File: config.mk
export PLATFORM = sky130hd
export DESIGN_NAME = truth_table_sequencer_flat
export DESIGN_NICKNAME = d
export VERILOG_FILES = /design/src/rtl/truth_table_sequencer_if.sv /design/src/rtl/truth_table_sequencer.sv /design/src/flat_wrapper.sv
export SDC_FILE = /design/constraint.sdc
export NUM_CORES = 1
export LEC_CHECK = 0
export CAP_MARGIN = 20
export CELL_PAD_IN_SITES_DETAIL_PLACEMENT = 1
export CELL_PAD_IN_SITES_GLOBAL_PLACEMENT = 1
export CORE_MARGIN = 4
export CORE_UTILIZATION = 40
export CTS_CLUSTER_DIAMETER = 200
export CTS_CLUSTER_SIZE = 12
export DETAILED_ROUTE_END_ITERATION = 8
export PLACE_DENSITY = 0.77
export SLEW_MARGIN = 40
export SYNTH_ARGS = -nofsm -noshare
export SYNTH_HDL_FRONTEND = slang
export SYNTH_SLANG_ARGS = --single-unit
export TNS_END_PERCENT = 20
File: constraint.sdc
create_clock -name clk -period 2.8 [get_ports clk]
set_input_delay 0.28 -clock clk [delete_from_list [all_inputs] [get_ports clk]]
set_output_delay 0.28 -clock clk [all_outputs]
set_load 0.005 [all_outputs]
File: src/rtl/truth_table_sequencer_if.sv
// Host-side control/status bundle for truth_table_sequencer.
// The master issues sweep requests; the slave (the sequencer) reports the verdict.
interface truth_table_sequencer_if;
    logic        start;
    logic        busy;
    logic        done;
    logic        pass;
    logic [4:0]  mismatch_count;
    logic [3:0]  first_fail_idx;
    logic [15:0] resp;

    modport master (
        output start,
        input  busy,
        input  done,
        input  pass,
        input  mismatch_count,
        input  first_fail_idx,
        input  resp
    );

    modport slave (
        input  start,
        output busy,
        output done,
        output pass,
        output mismatch_count,
        output first_fail_idx,
        output resp
    );
endinterface

File: src/rtl/truth_table_sequencer.sv
// Sweeps a 4-input logic circuit through all 16 vectors and grades its synchronized output against TT.
// Optional macro TRUTH_TABLE_STABILITY_CHECK_EN also fails vectors whose output moves late in the settle window.
//
// state | meaning
// IDLE  | in* held at 0, waiting for start
// RUN   | driving vector idx, counting settle cycles, sampling at the last one
// DONE  | sweep complete; done/pass are published on the exit edge
module truth_table_sequencer #(
    parameter logic [15:0] TT         = 16'h3812,
    parameter int unsigned SETTLE     = 4,
    parameter int unsigned STABLE_WIN = 2
) (
    input  logic                        clk,
    input  logic                        rst_n,
    truth_table_sequencer_if.slave      host,
    input  logic                        dut_out,
    output logic                        in1,
    output logic                        in2,
    output logic                        in3,
    output logic                        in4
);

    localparam int unsigned CNT_W = $clog2(SETTLE);
    localparam logic [CNT_W-1:0] CNT_LAST = CNT_W'(SETTLE - 1);

    generate
        if (SETTLE < 3) begin : g_bad_settle
            $error("SETTLE must be at least 3 (two synchronizer stages plus one)");
        end
`ifdef TRUTH_TABLE_STABILITY_CHECK_EN
        if (STABLE_WIN < 1 || STABLE_WIN > SETTLE - 2) begin : g_bad_win
            $error("STABLE_WIN must lie in 1..SETTLE-2");
        end
`else
        if (STABLE_WIN == 0) begin : g_bad_win
            $error("STABLE_WIN must be at least 1");
        end
`endif
    endgenerate

    typedef enum logic [1:0] {
        IDLE = 2'd0,
        RUN  = 2'd1,
        DONE = 2'd2
    } state_t;

    state_t            state_q, state_d;
    logic [3:0]        idx_q, idx_d;
    logic [CNT_W-1:0]  cnt_q, cnt_d;
    logic              sync1_q, sync2_q;
    logic [15:0]       resp_q, resp_d;
    logic [4:0]        mm_q, mm_d;
    logic [3:0]        first_q, first_d;
    logic              pass_q, pass_d;
    logic              done_q, done_d;
    logic              busy_q, busy_d;
    logic [3:0]        in_q, in_d;
    logic              vec_fail;

`ifdef TRUTH_TABLE_STABILITY_CHECK_EN
    localparam logic [CNT_W-1:0] WIN_START = CNT_W'(SETTLE - STABLE_WIN);

    logic sync_prev_q;
    logic unstable_q;
    logic win_change;

    // A change only counts when both the previous and current cycle lie inside the window.
    always_comb begin
        win_change = 1'b0;
        if ((cnt_q > WIN_START) && (sync2_q != sync_prev_q)) begin
            win_change = 1'b1;
        end
    end

    always_ff @(posedge clk or negedge rst_n) begin
        if (!rst_n) begin
            sync_prev_q <= 1'b0;
            unstable_q  <= 1'b0;
        end else begin
            sync_prev_q <= sync2_q;
            if ((state_q != RUN) || (cnt_q == CNT_LAST)) begin
                unstable_q <= 1'b0;
            end else if (win_change) begin
                unstable_q <= 1'b1;
            end
        end
    end

    assign vec_fail = (sync2_q != TT[idx_q]) | unstable_q | win_change;
`else
    assign vec_fail = (sync2_q != TT[idx_q]);
`endif

    always_comb begin
        state_d = state_q;
        idx_d   = idx_q;
        cnt_d   = cnt_q;
        resp_d  = resp_q;
        mm_d    = mm_q;
        first_d = first_q;
        pass_d  = pass_q;
        done_d  = 1'b0;

        case (state_q)
            IDLE: begin
                if (host.start) begin
                    state_d = RUN;
                    idx_d   = 4'd0;
                    cnt_d   = '0;
                    resp_d  = 16'h0000;
                    mm_d    = 5'd0;
                    first_d = 4'd0;
                    pass_d  = 1'b0;
                end
            end
            RUN: begin
                if (cnt_q == CNT_LAST) begin
                    resp_d[idx_q] = sync2_q;
                    if (vec_fail) begin
                        mm_d = mm_q + 5'd1;
                        if (mm_q == 5'd0) begin
                            first_d = idx_q;
                        end
                    end
                    if (idx_q == 4'd15) begin
                        state_d = DONE;
                    end else begin
                        idx_d = idx_q + 4'd1;
                        cnt_d = '0;
                    end
                end else begin
                    cnt_d = cnt_q + CNT_W'(1);
                end
            end
            DONE: begin
                state_d = IDLE;
                done_d  = 1'b1;
                pass_d  = (mm_q == 5'd0);
            end
            default: begin
                state_d = IDLE;
            end
        endcase

        // Circuit inputs register together with idx so the settle window starts on the same edge.
        busy_d = (state_d == RUN);
        in_d   = (state_d == RUN) ? idx_d : 4'd0;
    end

    always_ff @(posedge clk or negedge rst_n) begin
        if (!rst_n) begin
            state_q <= IDLE;
            idx_q   <= 4'd0;
            cnt_q   <= '0;
            sync1_q <= 1'b0;
            sync2_q <= 1'b0;
            resp_q  <= 16'h0000;
            mm_q    <= 5'd0;
            first_q <= 4'd0;
            pass_q  <= 1'b0;
            done_q  <= 1'b0;
            busy_q  <= 1'b0;
            in_q    <= 4'd0;
        end else begin
            state_q <= state_d;
            idx_q   <= idx_d;
            cnt_q   <= cnt_d;
            sync1_q <= dut_out;
            sync2_q <= sync1_q;
            resp_q  <= resp_d;
            mm_q    <= mm_d;
            first_q <= first_d;
            pass_q  <= pass_d;
            done_q  <= done_d;
            busy_q  <= busy_d;
            in_q    <= in_d;
        end
    end

    assign {in1, in2, in3, in4} = in_q;

    assign host.busy           = busy_q;
    assign host.done           = done_q;
    assign host.pass           = pass_q;
    assign host.mismatch_count = mm_q;
    assign host.first_fail_idx = first_q;
    assign host.resp           = resp_q;

endmodule

File: src/flat_wrapper.sv
// flat-port wrapper written by rule: the top's interface ports become plain ports
module truth_table_sequencer_flat 
#(
    parameter logic [15:0] TT         = 16'h3812,
    parameter int unsigned SETTLE     = 4,
    parameter int unsigned STABLE_WIN = 2
)
  (clk, rst_n, dut_out, in1, in2, in3, in4, host_start, host_busy, host_done, host_pass, host_mismatch_count, host_first_fail_idx, host_resp);
  truth_table_sequencer_if host_i ();
  input  logic clk;
  input  logic rst_n;
  input  logic dut_out;
  output logic in1;
  output logic in2;
  output logic in3;
  output logic in4;
  input wire logic [$bits(host_i.start)-1:0] host_start;
  output wire logic [$bits(host_i.busy)-1:0] host_busy;
  output wire logic [$bits(host_i.done)-1:0] host_done;
  output wire logic [$bits(host_i.pass)-1:0] host_pass;
  output wire logic [$bits(host_i.mismatch_count)-1:0] host_mismatch_count;
  output wire logic [$bits(host_i.first_fail_idx)-1:0] host_first_fail_idx;
  output wire logic [$bits(host_i.resp)-1:0] host_resp;
  assign host_i.start = host_start;
  assign host_busy = host_i.busy;
  assign host_done = host_i.done;
  assign host_pass = host_i.pass;
  assign host_mismatch_count = host_i.mismatch_count;
  assign host_first_fail_idx = host_i.first_fail_idx;
  assign host_resp = host_i.resp;
  truth_table_sequencer #(.TT(TT), .SETTLE(SETTLE), .STABLE_WIN(STABLE_WIN)) u_core (.clk(clk), .rst_n(rst_n), .host(host_i), .dut_out(dut_out), .in1(in1), .in2(in2), .in3(in3), .in4(in4));
endmodule
# Word level (Yosys, flattened, before mapping)
# Memories as Yosys holds them, arrays and structs flattened.
# Cells that the tools add are included.
# word_totals
mem_count	1
input_bits	4
rom_bits	16
register_bits	42
wordCells	71
output_inout_bits	32
# classes
n_eq_ne	11
muxes	32
order_cmp	2
n_reduce_logical	10
addsub	3
# memory_table
memory	depth	width	read_ports	rd_ports_with_merged_regs	write_ports	line	rtl
(no name shown)	16	1	1	0	0	truth_table_sequencer.sv:91	assign vec_fail = (sync2_q != TT[idx_q]);
# ops
op	count
$mux W16	2
$mux W4	8
$pmux W16 S2	1
$bwmux W16	1
$pmux W4 S2	2
$mux W5	3
$mux W2	6
$pmux W5 S2	1
$pmux W2 S2	2
$ne A2 B1 Y1 const B	3
$reduce_and A3 Y1	2
$add A5 B1 Y5 const B	1
$logic_not A5 Y1	1
$lt A4 B5 Y1 const B	1
$reduce_and A5 Y1	1
$add A4 B1 Y4 const B	1
$demux W1 S4	1
$eq A2 B1 Y1 const B	2
$eq A2 B2 Y1 const B	2
$eq A4 B4 Y1 const B	1
$ge A4 B1 Y1 const B	1
$mux W1	4
$reduce_and A4 Y1	1
$reduce_bool A2 Y1	2
8 further kinds	8

# Longest topological paths before layout
# depth
depth_word	7
depth_mapped	8
mapped_depth_nobuf	7

# Worst setup path before layout
# OpenSTA, ideal clock, no wires.
# synth_path
kind	reg-to-reg
from	reg u_core.idx_q[0]
to	reg u_core.first_q[2] (netlist: u_core.host.first_fail_idx[2])
setup_time_ps	79
path_buffers	2
setup_slack_ps	640
synth_period_minus_slack_ps	2160
arrival_ps	2080
required_ps	2721
path_stages_with_launch	9
cell_sequence	dfrtp_1 > ha_1 > buf_2 > mux2i_1 > mux2_1 > nor4_4 > and2_1 > buf_4 > mux2i_1
# synth_between
elab_chain_cells	5
# synth_lines
element	line	rtl
start, declared	truth_table_sequencer.sv:48	logic [3:0] idx_q, idx_d;
start signal, assigned	truth_table_sequencer.sv:166	idx_q <= idx_d;
$mem_v2 Z16 W1	-	
$mux W1 (implied by the code)	truth_table_sequencer.sv:91	
$ne A1 B1 Y1	truth_table_sequencer.sv:91	
$ne A2 B1 Y1 (no source line)	-	
$reduce_and A5 Y1 (no source line)	-	
end signal, assigned	truth_table_sequencer.sv:172	first_q <= first_d;
end, declared	truth_table_sequencer.sv:53	logic [3:0] first_q, first_d;
# Every way passes these cells. The select of a mux whose other input is x is not followed.
# A chain may end at the register's enable or synchronous reset.

# Final worst setup path
# layout_path
from	reg u_core.idx_q[1]
to	reg u_core.first_q[3] (netlist: u_core.host.first_fail_idx[3])
# The elaborated chain is that of the path after synthesis.

==> impl_metrics.yaml <==
outcome:
  run_status: "completed"
floorplanning:
  dieArea_um2: 6510
  initial_core_util_pct: 41.4
  die_w_um: 80.7
  fp-row-count: 26
  coreArea_um2: 5110
  die_height_um: 80.7
  ios: 36
drt:
  routedWlPerCell_um: 16.6
  postRouteAntennaNets: 0
  num_vias: 1715
  viasPerCell: 5.33
  drtIter0Drc: 80
  drc: 0
  wirelength_um: 5330
  first_pass_iters: 4
setup_path:
  cp_max_fo: 8
  worstPathArrival_ns: 2.71
  reg2reg_from: "u_core.idx_q[1]"
  worstSetupStartpointType: "register"
  crit_slowest_cell: "dfrtp_1"
  r2r_slack_ns: 0.31
  cpPeakStageDelay_ns: 0.49
  crit_path_cell_trace: "inv_1, ha_1, mux2i_1, mux2_1, nor4_4, and2_1, mux2i_1"
  worstSetupEndpointType: "register"
  crit_path_frequent_cell: "mux2i_1"
  required_ns: 3.02
  critical_path_class: "reg -> reg"
  r2r-end: "u_core.host.first_fail_idx[3]"
  startpoint: "u_core.idx_q[1]"
  r2r_cells: 7
grt:
  grt_pass1_wl_um: 9200
  grt_pass1_vias: 1787
  grtUsageTotal_pct: 18.3
  grt_max_degree: 43
  grt_overflow_total: 0
  antenna_found_initial: 0
layout:
  layout-drive-gt1-share_pct: 7.54
  nets: 262
  fin_area_um2: 2630
  syn_to_final_growth_pct: 24.2
  antennaDiodeCount: 0
clock_tree:
  cts_tree: "yes"
  clk_path_buf_depth: 2
  cts.sinks: 42
  clkLatencyLatePin_ns: 0.29
  root_buffer: "clkbuf_8"
  cts_max_level: 2
  clk_pin_slew_worst_paths_ns: 0.08
  cts_made_buffers: 5
  ctsResizeCount: 0
logic_synthesis:
  yosysWarnings: 0
  syn_area_um2: 2110
  ys.flop_type: "dfrtp_1"
  syn_inst: 218
  syn_area_per_cell_um2: 9.70
  synth-edff-count: 0
  ys_types: 38
  syn-num-nets: 229
  synth-async-reset-ratio_pct: 100
  yosysSeqAreaShare_pct: 49.7
  ys_seq_elements: 42
sta:
  relSlewSlack_pct: 61.7
  fin_skew_ns: 0.00178
  period_minus_slack_ns: 2.49
  rsz0062_at_grt: "false"
  min_period_over_period_pct: 88.9
  setup_viol: 0
  tightestPinTransition_ns: 0.574
  finalMaxSlewViolations: 0
  fin_setup_tns_ns: 0
  hold_ws_ns: 0.353
  max_freq_mhz: 402
  final_hold_viol_count: 0
power:
  power_density_nw_per_um2: 975
  vdd_drop_max_mv: 0.443
  power_leakage_nw: 1.12
worst_hold_path:
  hold_path_startpoint: "u_core.sync1_q"
  hold_end: "u_core.sync2_q"
  whs_path_depth: 0
  hold_path_class: "reg -> reg"
place:
  dpl_cell_area_um2: 2510
  gp_congestion: 0.838
  dp_hpwl_um: 3720
  portBuffers: 35
flow_run:
  cap_violations: 0
## synth_stat cells (2+ instances only)
cell type	count	area [um2]
and2_1	5	31.3
o22ai_1	3	18.8
nor2_1	9	33.8
buf_2	5	25.0
clkbuf_1	5	18.8
inv_1	10	37.5
a31oi_1	3	18.8
a21oi_1	16	80.1
nor2b_1	5	31.3
o21ai_0	36	180
ha_1	7	87.6
buf_4	2	15.0
nand2_1	28	105
nand3_1	3	15.0
nor4b_1	2	17.5
nand2b_1	6	37.5
nand4_1	3	18.8
dfrtp_1	42	1050
mux2i_1	9	90.1
## cells by family after synthesis
family,after synthesis,synth area share (%)
XOR/XNOR,1,0.414
AND/OR/NAND/NOR,70,17.5
buffers and inverters,24,5.27
adder cells (fa/ha/maj),7,4.14
flip-flops,42,49.7
multiplexers,12,6.39
AO/OA/AOI/OAI,62,16.6
## cell usage in the layout (no fill, tap or decap), types with 2 or more instances in the layout
cell type        instances
a21oi_1                 16
a31oi_1                  3
and2_1                   5
buf_4                    5
clkbuf_8                 8
clkdlybuf4s50_1         34
dfrtp_1                 42
ha_1                     7
inv_1                   10
mux2i_1                  9
nand2_1                 28
nand2b_1                 6
nand3_1                  3
nand4_1                  3
nor2_1                   9
nor2b_1                  5
nor4b_1                  2
o21ai_0                 36
o22ai_1                  3
## metrics by stage
stage,worst slack [ns],util [%],power [W],std cells
2_1_floorplan,0.640,-,0.00158,218
3_3_place_gp,0.472,49.0,0.00208,313
3_5_place_dp,0.314,49.1,0.00211,313
4_1_cts,0.297,51.4,0.00259,322
5_1_grt,0.130,51.4,0.00277,322
6_report,0.310,51.4,0.00256,322
## critical path, delay by kind of cell (launching register included)
kind                       cells  cell delay (ns)
adders and majority gates      1             0.29
buffers and inverters          1             0.12
DFF                            1             0.49
muxes                          3             0.80
and+or+nand+nor                2             0.72
## metal layers
layer	share of wire, %	vias up	global-route usage, %	wire [um]
met4	2.0	0	6.08	108
met5	0	-	0	0
met3	3.1	11	3.59	163
li1	-	814	-	-
met2	48	36	30.0	2590
met1	46	854	24.4	2470
## state kept, by name, summed over array words and instances (netlist names)
| register | cells |
|---|---|
| u_core.host.pass | 1 |
| u_core.host.resp | 16 |
| u_core.in_q | 4 |
| u_core.state_q | 2 |
| u_core.cnt_q | 2 |
| u_core.sync2_q | 1 |
| u_core.host.first_fail_idx | 4 |
| u_core.host.busy | 1 |
| u_core.sync1_q | 1 |
| u_core.host.done | 1 |
| u_core.idx_q | 4 |
| u_core.host.mismatch_count | 5 |
## worst max-delay path by stage
stage	to	slack, ns	cells past startpoint
floorplan	u_core.host.first_fail_idx[2]	0.64	8
CTS	u_core.host.first_fail_idx[3]	0.30	7
detailed placement	u_core.host.first_fail_idx[1]	0.31	7
global route	u_core.host.first_fail_idx[3]	0.13	7
finish	u_core.host.first_fail_idx[3]	0.31	7
global placement	u_core.host.first_fail_idx[2]	0.47	7
## cell type report
class,count,area (um2)
Fill cell,607,2480
Sequential cell,42,1050
Multi-Input combinational cell,152,952
Timing Repair Buffer,40,388
Clock buffer,8,110
Tap cell,70,87.6
Inverter,10,37.5
## report_power, final
group          total, W  internal (W)  switching, W
Clock          0.000455      0.000249      0.000206
Combinational   0.00113      0.000571      0.000561
Sequential     0.000974      0.000801      0.000173
## what timing repair did
item / 4_1_cts / 5_1_grt
hold endpoints to repair: 42 / 0
hold buffers: 1 / 0
buffers inserted: 0 / 0
(Power assumes the default switching activity.)
